[config.mk]
export PLATFORM = sky130hd
export DESIGN_NAME = seg_scan_display
export DESIGN_NICKNAME = d
export VERILOG_FILES = /design/src/rtl/seg_scan_display.sv
export SDC_FILE = /design/constraint.sdc
export NUM_CORES = 1
export LEC_CHECK = 0
export CAP_MARGIN = 15
export CORE_ASPECT_RATIO = 0.6
export CORE_MARGIN = 2
export CORE_UTILIZATION = 60
export DETAILED_ROUTE_END_ITERATION = 7
export PLACE_DENSITY = 0.84
export SLEW_MARGIN = 20
export SYNTH_ARGS = -nofsm -noshare
export SYNTH_HDL_FRONTEND = slang
export SYNTH_SLANG_ARGS = --single-unit
[constraint.sdc]
create_clock -name clk -period 5.8 [get_ports clk]
set_input_delay 0.87 -clock clk [delete_from_list [all_inputs] [get_ports clk]]
set_output_delay 0.87 -clock clk [all_outputs]
set_load 0.02 [all_outputs]
[src/rtl/seg_scan_display.sv]
// Four-digit multiplexed seven-segment driver for the up/down counter: shows the count in decimal,
// the direction as U/d, and flags a wrap-around on the units decimal point. Values change only between frames.
module seg_scan_display #(
    parameter int REFRESH_DIV = 100000
) (
    input  logic       clk,
    input  logic       rst,
    input  logic [3:0] count_in,
    input  logic       dir_in,
    input  logic       load,
    input  logic       blank,
    output logic [6:0] seg,
    output logic       dp,
    output logic [3:0] an,
    output logic       frame_tick
);

    localparam int PW = (REFRESH_DIV > 2) ? $clog2(REFRESH_DIV) : 1;

    localparam logic [6:0] SEG_BLANK = 7'h7F;
    localparam logic [6:0] SEG_U     = 7'h41;
    localparam logic [6:0] SEG_D     = 7'h21;

    logic [PW-1:0] prescaler_reg;
    logic [1:0]    idx_reg;
    logic [3:0]    pend_cnt_reg;
    logic          pend_dir_reg;
    logic [3:0]    disp_cnt_reg;
    logic          disp_dir_reg;
    logic          wrap_reg;

    logic [6:0]    seg_reg;
    logic          dp_reg;
    logic [3:0]    an_reg;
    logic          frame_tick_reg;

    logic          slot_end;
    logic          frame_end;
    logic          wrap_next;
    logic [3:0]    units;
    logic [6:0]    seg_next;
    logic          dp_next;
    logic [3:0]    an_next;

    function automatic logic [6:0] digit_code(input logic [3:0] d);
        logic [6:0] code;
        case (d)
            4'd0:    code = 7'h40;
            4'd1:    code = 7'h79;
            4'd2:    code = 7'h24;
            4'd3:    code = 7'h30;
            4'd4:    code = 7'h19;
            4'd5:    code = 7'h12;
            4'd6:    code = 7'h02;
            4'd7:    code = 7'h78;
            4'd8:    code = 7'h00;
            4'd9:    code = 7'h10;
            default: code = SEG_BLANK;
        endcase
        return code;
    endfunction

    assign slot_end  = (prescaler_reg == PW'(REFRESH_DIV - 1));
    assign frame_end = slot_end && (idx_reg == 2'd3);

    // Wrap is judged against the value being replaced, i.e. the old display register.
    assign wrap_next = ( pend_dir_reg && (disp_cnt_reg == 4'd15) && (pend_cnt_reg == 4'd0)) ||
                       (!pend_dir_reg && (disp_cnt_reg == 4'd0)  && (pend_cnt_reg == 4'd15));

    always_ff @(posedge clk) begin
        if (rst) begin
            prescaler_reg <= '0;
            idx_reg       <= 2'd0;
        end else if (slot_end) begin
            prescaler_reg <= '0;
            idx_reg       <= idx_reg + 2'd1;
        end else begin
            prescaler_reg <= prescaler_reg + PW'(1);
        end
    end

    // A load coinciding with the boundary goes to pend only; disp takes the previous pend.
    always_ff @(posedge clk) begin
        if (rst) begin
            pend_cnt_reg <= 4'd0;
            pend_dir_reg <= 1'b1;
            disp_cnt_reg <= 4'd0;
            disp_dir_reg <= 1'b1;
            wrap_reg     <= 1'b0;
        end else begin
            if (load) begin
                pend_cnt_reg <= count_in;
                pend_dir_reg <= dir_in;
            end
            if (frame_end) begin
                disp_cnt_reg <= pend_cnt_reg;
                disp_dir_reg <= pend_dir_reg;
                wrap_reg     <= wrap_next;
            end
        end
    end

    assign units = (disp_cnt_reg >= 4'd10) ? (disp_cnt_reg - 4'd10) : disp_cnt_reg;

    always_comb begin
        seg_next = SEG_BLANK;
        case (idx_reg)
            2'd0:    seg_next = digit_code(units);
            2'd1:    seg_next = (disp_cnt_reg >= 4'd10) ? digit_code(4'd1) : SEG_BLANK;
            2'd2:    seg_next = SEG_BLANK;
            default: seg_next = disp_dir_reg ? SEG_U : SEG_D;
        endcase
    end

    assign dp_next = !((idx_reg == 2'd0) && wrap_reg && !blank);

    generate
        for (genvar gi = 0; gi < 4; gi++) begin : g_anode
            assign an_next[gi] = blank || (idx_reg != 2'(gi));
        end
    endgenerate

    always_ff @(posedge clk) begin
        if (rst) begin
            seg_reg        <= SEG_BLANK;
            dp_reg         <= 1'b1;
            an_reg         <= 4'b1111;
            frame_tick_reg <= 1'b0;
        end else begin
            seg_reg        <= seg_next;
            dp_reg         <= dp_next;
            an_reg         <= an_next;
            frame_tick_reg <= frame_end;
        end
    end

    assign seg        = seg_reg;
    assign dp         = dp_reg;
    assign an         = an_reg;
    assign frame_tick = frame_tick_reg;

endmodule

==> results by stage <==
Synthesis:
- The synthesized netlist net count is 247.
- The mapped netlist covers 2040 µm².
- The average instance area after synthesis is 8.92 µm².
- The post-synthesis register bit count is 43.
- Yosys printed 0 warnings.
- The number of library cell types mapped by synthesis is 46.
- Sequential elements use 42.1% of the synthesized area.
- The share of flip-flops with an asynchronous set or reset is 0%.
- The cell count after synthesis is 229.
- The top cell type by area accounts for 42.1% of the synthesized area.
- Counting flops with a built-in enable in the synthesized netlist gives 0.
- The synthesized design spends more area on one cell type than any other, namely sky130_fd_sc_hd__dfxtp_1.
- The commonest register cell after synthesis is sky130_fd_sc_hd__dfxtp_1.
- By area the synthesized netlist is led by sky130_fd_sc_hd__dfxtp_1, sky130_fd_sc_hd__xnor2_1, sky130_fd_sc_hd__nor2_1.

Timing:
- The worst setup margin is 3430 ps.
- The final critical path takes up 40.8% of the cycle.
- The smallest clock period supported by the final layout is computed as 2370 ps.
- The max-slew violation total from the final report is 0.
- At the pin with the least slew margin, the transition time is 719 ps.
- Setup repair after global routing left no endpoint under its margin.
- Headroom to the max-slew limit came out at 51.9%.
- The total count of hold-check failures in the final report was 0.
- The final count of negative-setup-slack endpoints is 0.
- For the final database, setup skew stands at 7.10 ps.
- The upper clock frequency limit is 422 MHz.
- The aggregate negative setup slack is 0 ps.

Global route:
- The number of global-route vias before repair came to 1482.
- Global routing finished with a remaining overflow of 0.
- The first global-routing pass estimated 6.97 mm of wire.
- The initial antenna violation count came to 0.
- The total track usage is 23.5%.
- The pin count of the biggest net entering global routing is 21.

Clocking:
- TritonCTS built the clock tree.
- The cell sitting at the root of the clock tree is a sky130_fd_sc_hd__clkbuf_8.
- The post-cts gate resize count is 0.
- The clock insertion delay at the later pin of the skew report is 300 ps.
- The clock sink total is 43.
- TritonCTS created 5 clock buffers.
- Buffers added to address setup during post-CTS repair amount to 0.
- Counting along the longest clock path gives a buffer depth of 2.
- The cts-stage hold buffer count is 0.
- The clock edge transition at the registers on the reported setup and hold paths is 80 ps.
- The H-tree was split into 2 levels.

Die:
- The die is 79.3 µm wide.
- The die height is 49.2 µm.
- For this design the top-level I/O count stands at 22.
- In this run the standard cell core region covers 3260 µm².
- The row count is 16.
- The starting density of the core is 62.6%.
- The die covers 3900 µm².

Finish:
- Once layout is complete, the cells apart from fillers number 291.
- The synthesis-to-finish area growth is 16.2%.
- The most common library cell in the layout ignoring fill and taps is sky130_fd_sc_hd__dfxtp_1.
- The flip-flop count of the largest register after layout is 17.
- The share of post-route cells with drive strength above 1 is 5.69%.
- The total of fill cells in the finished design is 249.
- The total inserted antenna cells is 0.
- The top cell types in the final layout, fill and taps aside, are sky130_fd_sc_hd__dfxtp_1, sky130_fd_sc_hd__nor2_1, sky130_fd_sc_hd__clkdlybuf4s50_1.
- The final layout contains 263 nets.

Worst hold path:
- The min-delay analysis places its worst path in the category reg2reg.

Placed design:
- At the placement stage, the worst setup path has a slack of 3150 ps.
- The detailed placer's ending HPWL is 3.02 mm.
- Once placement completed, the tool counted placed cells totaling 283.
- The weighted congestion at the end of routability-driven global placement is 0.835.
- Buffers placed on the I/O ports in this run total 21.

Routing:
- The average vias per placed instance is 5.81.
- The initial detailed-routing violation count is 104.
- The wire length per cell after detailed routing is 14.5 µm.
- The post-detailed-route DRC marker count is 0.
- The iteration count of the initial detailed-routing pass is 4.
- Across all layers, the routed design uses 1692 vias.
- In this run the remaining antenna-violating nets after routing total 0.
- The total wire length is 4.22 mm.

Pwr:
- Dividing total power by cell area gives a power density of 256 nW/µm².
- Summing internal, switching and leakage power gives 0.609 mW.
- The highest ir drop seen on vdd is 0.000200 V.
- The static leakage power is 0.846 nW.

Worst setup path:
- Of all nets on the critical path, the largest fanout is 16.
- At the worst endpoint, the arrival time is 2540 ps.
- The setup path with the least slack is of type reg2reg.
- The capturing element type of the critical path is a register.
- STA puts the critical path data required time at 5970 ps.
- The critical path launch point type is a register.

Status:
- The flow ran to the end, and the final reports show no timing, DRC or antenna violations.

Run:
- The tool flagged a number of max-cap violations equal to 0.
[power by group]
group          internal [mW]  total, mW  switching, mW
sequential             0.302      0.306        0.00489
clock                  0.172      0.273          0.102
combinational         0.0148     0.0289         0.0141
[metrics by stage]
stage	util (%)	instance area, µm²	hold slack (ps)
2_1_floorplan	-	2040	368
3_3_place_gp	68.6	2240	394
3_5_place_dp	68.6	2240	407
4_1_cts	72.7	2370	422
5_1_grt	72.7	2370	459
6_report	72.7	2370	426
[path summary, 6_finish.rpt]
kind | end | cells past startpoint | from | slack, ps
worst max-delay path | prescaler_reg[15] | 5 | prescaler_reg[0] | 3430
worst min-delay path | dp | 1 | wrap_reg | 430
worst max register to register | prescaler_reg[15] | 5 | prescaler_reg[0] | 3430
worst min register to register | dp | 1 | wrap_reg | 430
[cells in the mapped netlist (2+ instances only)]
cell / number
sky130_fd_sc_hd__a21o_1: 3
sky130_fd_sc_hd__a21oi_1: 11
sky130_fd_sc_hd__a31o_2: 2
sky130_fd_sc_hd__and4_1: 2
sky130_fd_sc_hd__clkbuf_1: 8
sky130_fd_sc_hd__dfxtp_1: 43
sky130_fd_sc_hd__ha_1: 9
sky130_fd_sc_hd__inv_1: 12
sky130_fd_sc_hd__mux2i_1: 5
sky130_fd_sc_hd__nand2_1: 13
sky130_fd_sc_hd__nand2b_1: 2
sky130_fd_sc_hd__nand3_1: 11
sky130_fd_sc_hd__nand4_1: 7
sky130_fd_sc_hd__nand4b_1: 2
sky130_fd_sc_hd__nor2_1: 33
sky130_fd_sc_hd__nor2b_1: 2
sky130_fd_sc_hd__nor3_1: 4
sky130_fd_sc_hd__nor4_1: 5
sky130_fd_sc_hd__nor4bb_1: 2
sky130_fd_sc_hd__o21ai_0: 9
sky130_fd_sc_hd__o21bai_1: 3
sky130_fd_sc_hd__o221ai_1: 2
sky130_fd_sc_hd__or4_4: 2
sky130_fd_sc_hd__xnor2_1: 15
[layout make-up]
cell class	instances	area (µm²)	share of cell area, %
sequential	43	861	36.3
clock buffer	5	68.8	2.90
tap	45	56.3	2.37
timing repair buffer	21	210	8.86
clock inverter	3	67.6	2.85
multi-input combinational	162	1060	44.9
inverter	12	45.0	1.90
[cell families after synthesis]
group,share of synthesized area (%)
DFF,42.1
xor gates and xnor gates,6.86
AOI/OAI and AO/OA,13.7
buffers and inverters,5.76
muxes,3.00
adders and majority gates,5.51
and+or+nand+nor,23.1
[worst max-delay path, stage by stage (launching register included)]
cell	delay, ps
sky130_fd_sc_hd__dfxtp_1	370
sky130_fd_sc_hd__ha_1	220
sky130_fd_sc_hd__nand4_1	370
sky130_fd_sc_hd__or4_4	690
sky130_fd_sc_hd__nand2b_1	470
sky130_fd_sc_hd__nor2_1	120
[per-layer routing]
layer  GRT usage (%)  vias to the layer above  part of all wire [%]
li1                -                      840                     -
met1            34.6                      771                    49
met2            33.8                       74                    41
met3            5.00                        7                   8.7
met4            8.62                        0                   1.3
met5               0                        -                     0
Note: power is estimated with default switching activity, not from simulation.
